### config.mk
export PLATFORM = sky130hd
export DESIGN_NAME = fwd_hazard_unit
export DESIGN_NICKNAME = d
export VERILOG_FILES = /design/src/rtl/fwd_hazard_unit.sv
export SDC_FILE = /design/constraint.sdc
export NUM_CORES = 1
export LEC_CHECK = 0
export BUFFER_PORTS_ARGS = -buffer_cell sky130_fd_sc_hd__buf_4
export CAP_MARGIN = 20
export CORE_UTILIZATION = 35
export CTS_CLUSTER_DIAMETER = 200
export DETAILED_ROUTE_END_ITERATION = 6
export PLACE_DENSITY = 0.52
export SYNTH_ARGS = -nofsm -noshare
export SYNTH_HDL_FRONTEND = slang
export SYNTH_SLANG_ARGS = --single-unit
### constraint.sdc
create_clock -name clk_i -period 2.1 [get_ports clk_i]
set_clock_uncertainty 0.1 [all_clocks]
set_input_delay 0.42 -clock clk_i [delete_from_list [all_inputs] [get_ports clk_i]]
set_output_delay 0.42 -clock clk_i [all_outputs]
set_load 0.05 [all_outputs]
### src/rtl/fwd_hazard_unit.sv
// Operand forwarding selects and load-use hazard control for a 4-stage ID/EX/MEM/WB pipe.
// Keeps its own copy of the EX/MEM/WB destination info and counts load-use stall cycles.
module fwd_hazard_unit #(
    parameter int ADDR_W   = 3,
    parameter bit ZERO_REG = 1'b1,
    parameter int CNT_W    = 16
) (
    input  logic              clk_i,
    input  logic              rst_n_i,
    input  logic              id_valid_i,
    input  logic [ADDR_W-1:0] id_rs_addr_i,
    input  logic [ADDR_W-1:0] id_rt_addr_i,
    input  logic [ADDR_W-1:0] id_write_addr_i,
    input  logic              id_wen_i,
    input  logic              id_is_load_i,
    input  logic              ext_stall_i,
    input  logic              flush_i,
    output logic [1:0]        rs_muxcontrol_o,
    output logic [1:0]        rt_muxcontrol_o,
    output logic              stall_o,
    output logic              bubble_o,
    output logic [CNT_W-1:0]  stall_count_o
);

    typedef struct packed {
        logic              vld;
        logic [ADDR_W-1:0] rs;
        logic [ADDR_W-1:0] rt;
        logic [ADDR_W-1:0] wa;
        logic              wen;
        logic              ld;
    } ex_slot_t;

    typedef struct packed {
        logic              vld;
        logic [ADDR_W-1:0] wa;
        logic              wen;
        logic              ld;
    } mem_slot_t;

    typedef struct packed {
        logic              vld;
        logic [ADDR_W-1:0] wa;
        logic              wen;
    } wb_slot_t;

    ex_slot_t   ex_q,  ex_d;
    mem_slot_t  mem_q, mem_d;
    wb_slot_t   wb_q,  wb_d;
    logic [CNT_W-1:0] cnt_q, cnt_d;
    logic       stall;

    // A slot produces x when it will write x; r0 is hardwired when ZERO_REG is set.
    function automatic logic hit(input logic vld, input logic wen,
                                 input logic [ADDR_W-1:0] wa, input logic [ADDR_W-1:0] x);
        return vld & wen & (wa == x) & !(ZERO_REG && (x == '0));
    endfunction

    // MEM holds the newer value; a load in MEM has no data yet and never forwards.
    function automatic logic [1:0] fwd_sel(input logic [ADDR_W-1:0] x);
        if (hit(mem_q.vld, mem_q.wen, mem_q.wa, x) && !mem_q.ld)
            return 2'd2;
        else if (hit(wb_q.vld, wb_q.wen, wb_q.wa, x))
            return 2'd1;
        else
            return 2'd0;
    endfunction

    always_comb begin
        rs_muxcontrol_o = fwd_sel(ex_q.rs);
        rt_muxcontrol_o = fwd_sel(ex_q.rt);
        stall = id_valid_i & ex_q.vld & ex_q.ld & !flush_i &
                (hit(ex_q.vld, ex_q.wen, ex_q.wa, id_rs_addr_i) |
                 hit(ex_q.vld, ex_q.wen, ex_q.wa, id_rt_addr_i));
        stall_o       = stall;
        bubble_o      = (stall | flush_i) & !ext_stall_i;
        stall_count_o = cnt_q;
    end

    always_comb begin
        ex_d  = ex_q;
        mem_d = mem_q;
        wb_d  = wb_q;
        cnt_d = cnt_q;
        if (!ext_stall_i) begin
            wb_d.vld  = mem_q.vld;
            wb_d.wa   = mem_q.wa;
            wb_d.wen  = mem_q.wen;
            mem_d.vld = ex_q.vld;
            mem_d.wa  = ex_q.wa;
            mem_d.wen = ex_q.wen;
            mem_d.ld  = ex_q.ld;
            if (stall | flush_i) begin
                ex_d = '0;
            end else begin
                ex_d.vld = id_valid_i;
                ex_d.rs  = id_rs_addr_i;
                ex_d.rt  = id_rt_addr_i;
                ex_d.wa  = id_write_addr_i;
                ex_d.wen = id_wen_i;
                ex_d.ld  = id_is_load_i;
            end
            if (stall && (cnt_q != '1))
                cnt_d = cnt_q + 1'b1;
        end
    end

    always_ff @(posedge clk_i or negedge rst_n_i) begin
        if (!rst_n_i) begin
            ex_q  <= '0;
            mem_q <= '0;
            wb_q  <= '0;
            cnt_q <= '0;
        end else begin
            ex_q  <= ex_d;
            mem_q <= mem_d;
            wb_q  <= wb_d;
            cnt_q <= cnt_d;
        end
    end

endmodule

-- After elaboration in Yosys (flattened, before gate mapping)
Index checks and enable logic that the tools add are counted.
Widths: inputs -> output; s select.
- register bits after elaboration: 39
- input port bits: 16
- output and inout bits: 22
- logic and storage cells: 65
- add/subtract/negate cells: 1
- equal/unequal tests: 7
- multiplexer cells: 5
- bitwise gates (word level): 23
- reductions and logical operators: 15
- operator list (kind ; number):
    $and 1x1->1 ; 20
    $eq 3x3->1 ; 6
    $add 16x1->16 const B ; 1
    $ne 16x16->1 const B ; 1
    $logic_not 3->1 ; 4
    $mux 12 ; 1
    $logic_not 1->1 ; 7
    $mux 2 ; 2
    $logic_and 1x1->1 ; 3
    $mux 1 ; 2
    $or 1x1->1 ; 2
    $reduce_and 2->1 ; 1
    $not 1->1 ; 1

-- Logic depth before layout (Yosys ltp)
- depth after elaboration: 7
- gate-level depth with buffers: 6
- gate-level depth less buffers: 5

-- Worst setup path before layout
Ideal clock, no wire load.
- path kind: flip-flop to output port
- start: reg mem_q[4] (netlist name)
- end: out rt_muxcontrol_o[0]
- arrival time: 3.525 ns
- data required time: 1.580 ns
- slack: -1.945 ns
- cell stages (with the launch flop): 7
- path buffers: 1
- path through: dfrtp_1 > buf_2 > xnor2_1 > nand3_1 > o31a_1 > nor3_1 > a2111oi_0
- word-level cells in the longest chain between the ends: 5
- ends and longest elaborated chain (element ; line ; RTL):
    start, declared ; 48 ; mem_slot_t mem_q, mem_d;
    start signal, assigned ; 116 ; mem_q <= mem_d;
    $eq 3x3->1 ; 56 ; return vld & wen & (wa == x) & !(ZERO_REG && (x == '0));
    $and 1x1->1 (2 in a row) ; 56 ;
    $logic_and 1x1->1 ; 61 ; if (hit(mem_q.vld, mem_q.wen, mem_q.wa, x) && !mem_q.ld)
    $mux 2 ; 61 ;
    end, declared ; 19 ; output logic [1:0] rt_muxcontrol_o,
Every way passes these cells.

-- Worst setup path in the final report
- start: reg ex_q[2] (netlist name)
- end: out bubble_o
- word-level cells in the longest chain between the ends: 7
- elaborated cells between the ends (all ways): 10
- those cells by class: eq/ne (2); bitwise (8)
- ends and longest elaborated chain (element ; line ; RTL):
    start, declared ; 47 ; ex_slot_t ex_q, ex_d;
    start signal, assigned ; 110 ; ex_q <= '0;
    start signal, assigned ; 115 ; ex_q <= ex_d;
    $eq 3x3->1 ; 56 ;
    $and 1x1->1 (2 in a row) ; 56 ;
    $or 1x1->1 (*) ; 73 ; (hit(ex_q.vld, ex_q.wen, ex_q.wa, id_rs_addr_i) |
    $and 1x1->1 (*) ; 72 ; stall = id_valid_i & ex_q.vld & ex_q.ld & !flush_i &
    $or 1x1->1 (*) ; 76 ; bubble_o = (stall | flush_i) & !ext_stall_i;
    $and 1x1->1 (*) ; 76 ;
    end, declared ; 21 ; output logic bubble_o,
Mark *: on every way between the ends. The rest lies on a longest branch, timed or not.

==> summary.md <==
| Metric | Value |
|---|---|
| Synthesized cell area | a little over 2000 um2 |
| Worst hold slack | -0.00373 ns |
| Crit Path Class | flop to output port |
| PortBufs | 37 |
| Non-filler cells, final | ~300 |
| P&R area growth vs syn | 40.5% |
| IO Pins | 38 |
| Clock tree sinks | 39 |
| Syn_nets | 188 |
| Final Max Slew Viols | 0 |
| Area contributors post-synth | dfrtp_1 (47%), xor2_1 (8.0%), mux2_2 (6.0%) |
| Placeable Area | 5610 um2 |
| #FFs+latches synth | 39 |
| Number of global-route vias before repair | between 1500 and 2000 |
| Maximum VDD drop | between 200 and 300 uV |
| Initial antenna violation count | 0 |
| Max Freq | 0.437 GHz |
| DIE HEIGHT | between 70 and 80 um |
| Hpwl dp | ~3300 um |
| CP endpoint kind | output port |
| Vias | ~1500 |
| First-pass GRT wire length | between 7000 and 8000 um |
| Adder-cell area share of the yosys netlist | less than 1% |
| Gr usage total | between 10% and 20% |
| Post-DP Area | 2560 um2 |
| FF-to-FF path depth | 8 |
| Num CTS Buffers | 5 |
| Clk pin slew, worst setup/hold paths | around 0.070 ns |
| Fin area | 2910 um2 |
| Post-synthesis sequential area ratio | between 40% and 50% |
| TritonCTS clock tree | yes |
| Max Cap Viol | 0 |
| Hold buffers post-CTS | 0 |
| HP Class | input port to asynchronous set/reset pin |
| Post-Syn Instances | about 170 |
| Top routing layer in use | met4 |
| Commonest non-fill, non-tap cells in the layout | buf_4 (47), dfrtp_1 (33), xor2_1 (19), mux2_2 (11) |
| Simple-Gate Fraction of Synth Area | 20.8% |
| Reg-to-Reg Start | ex_q[3] |
| Clock Tree Buf Depth | 2 |
| RSZ-0062 raised after global routing | true |
| Pwr dens | ~580 nW/um2 |
| Mux contribution to synthesized area | under 10% |
| Drt initial violations | 72 |
| Mean post-synth cell area | roughly 12 um2 |
| Largest net degree at the start of global routing | 40 |
| # DRC | 0 |
| Final hold violations | 2 |
| Slew HR | approximately 67% |
| Rows | 27 |
| Synth Area in XOR/XNOR | approximately an eighth |
| Sequential Area | 983 um2 |
| Die Wd | slightly below 80 um |
| Static Leak | between 1 and 1.5 nW |
| Diode count | 0 |
| Failing checks | hold timing, setup timing |
| Pre-antenna DRT Iters | 4 |
| Crit share post-route | 109% |
| Post-synthesis cell type count | between 40 and 50 |
| Cell accounting for the most synthesized area | dfrtp_1 |
| Crit-path max FO | 4 |
| Crit path DAT | 1.77 ns |
| Met2 WL | approximately 2200 um |
| Root buf cell | clkbuf_8 |
| Via density | 5.09 |
| Final Wtd Congestion | around 0.76 |
| DRT met1 WL | ~2200 um |
| Final setup viols | 6 |
| Worst-margin pin slew | 0.500 ns |
| Multi-input gate area | roughly 1200 um2 |
| Worst Slack Setup Final | -0.189 ns |
| Drt wl/cell | 15.5 um |
| YS warnings | 0 |
| Layout fillers | 517 |
| Nets | roughly 250 |
| Compound-gate portion of the synthesized area | 9.18% |
| Worst slack, placed | -0.0373 ns |
| Largest family of logic cells by synthesized area | simple AND/OR/NAND/NOR gates |
| Die area | 6230 um2 |
| Reg2reg setup slack | 0 ns |
| Detail Route Antenna Nets | 0 |
| Final min period | 2.29 ns |
| Synth top area share | between 40 and 50% |
| Worst skew pair latency | 0.28 ns |
| Required time of the critical path | 1.58 ns |
| Htree depth | 2 |
| Initial core utilization | about 37% |
| Placed Cells | approximately 290 |
| Pwr Total | 1.69 mW |
| Crit path launch type | flop |
| WL final | ~4700 um |
| Status | finished, violations left |
| Layout cells sized above 1 | between 50% and 60% |
| Worst reg2reg endpoint | stall_count_o[4] |
| Met3 wire length | between 200 and 250 um |
| Most common cell after layout, fill and taps aside | buf_4 |
| Grt total ovfl | 0 |
## worst max-delay path by stage
| stage | from | to | slack (ns) | cells after the start |
|---|---|---|---|---|
| 2_1_floorplan | mem_q[4] | rt_muxcontrol_o[0] | -0.11 | 6 |
| 3_3_place_gp | id_rs_addr_i[2] | bubble_o | -0.08 | 8 |
| 3_5_place_dp | id_rs_addr_i[0] | stall_count_o[13] | -0.04 | 8 |
| 4_1_cts | ex_q[2] | bubble_o | -0.21 | 7 |
| 5_1_grt | ex_q[3] | stall_o | -0.28 | 6 |
| 6_report | ex_q[2] | bubble_o | -0.19 | 7 |
## where the power goes
part	internal (mW)	leakage (nW)	switching, mW
sequential	0.797	0.515	0.0575
combinational	0.147	0.780	0.127
clock	0.299	0.0505	0.259
total	1.24	1.35	0.444
## worst max-delay path: stages (launching register included)
cell and delay, ns:
dfrtp_2 0.45, or3_4 0.42, nand4_4 0.11, a211oi_2 0.07
buf_4 0.15, nor2_4 0.09, nor2_4 0.04, buf_6 0.15
## cells in the mapped netlist
cell and count:
or3_1 1, nor2_1 6, inv_1 2, a22o_1 10, nor3_2 7, nor2b_1 1
buf_8 2, mux2_1 1, xnor2_1 10, nand3b_1 1, and4bb_2 1, and3_1 3
nor4b_2 1, nor4_4 1, a21oi_1 4, a211oi_1 1, nor3b_1 3, a2111oi_0 1
ha_1 1, o2111ai_1 1, nor2_4 1, xor2_1 19, nand2_1 6, nand4_2 3
buf_2 2, or3_4 1, clkbuf_8 1, nand4_1 1, nand3_1 10, nor3b_2 1
o21ai_0 1, nor4_1 1, clkbuf_1 3, o21bai_1 1, nor3_4 1, nor4_2 1
and4_1 3, o31a_1 2, mux2_2 11, nor3_1 3, a22o_2 1, dfrtp_1 39
a211o_4 1
## sequential cells by signal, summed over array words and instances (netlist names)
name           count
wb_q               5
ex_q              12
mem_q              6
stall_count_o     16
## cell families (layout without fill, tap and decap cells)
kind of cell,after synthesis,in the layout
fa+ha+maj,1,1
buf+inv,10,69
simple gates,57,57
mux,12,12
xor+xnor,29,29
compound gates,23,23
flops,39,39
## per-layer routing
metal / vias up / global-route usage, %
li1: 739 / -
met1: 760 / 23.0
met2: 32 / 25.2
met3: 5 / 4.48
met4: 0 / 4.00
met5: - / 0
## area by class of cell
| cell class | count | share of cell area [%] |
|---|---|---|
| inverters | 2 | 0.258 |
| clock inverters | 1 | 0.258 |
| repair buffers | 59 | 17.4 |
| clock buffers | 7 | 3.31 |
| multi-input cells | 122 | 41.9 |
| flip-flops and latches | 39 | 33.8 |
| well taps | 72 | 3.10 |
## what timing repair did
item | CTS | global route
setup buffers | 5 | 4
pin swaps | 5 | 7
setup endpoints to repair | 8 | 17
endpoints found under the hold margin | 0 | 0
gates resized for setup | 17 | 20
## stage by stage
step	setup TNS (ns)	utilization, %
after global placement	-0.170	45.6
after CTS	-0.901	49.2
after detailed placement	-0.183	45.6
after floorplan	-0.172	-
final	-0.781	51.9
after global routing	-1.74	51.9
(Power assumes the default switching activity.)
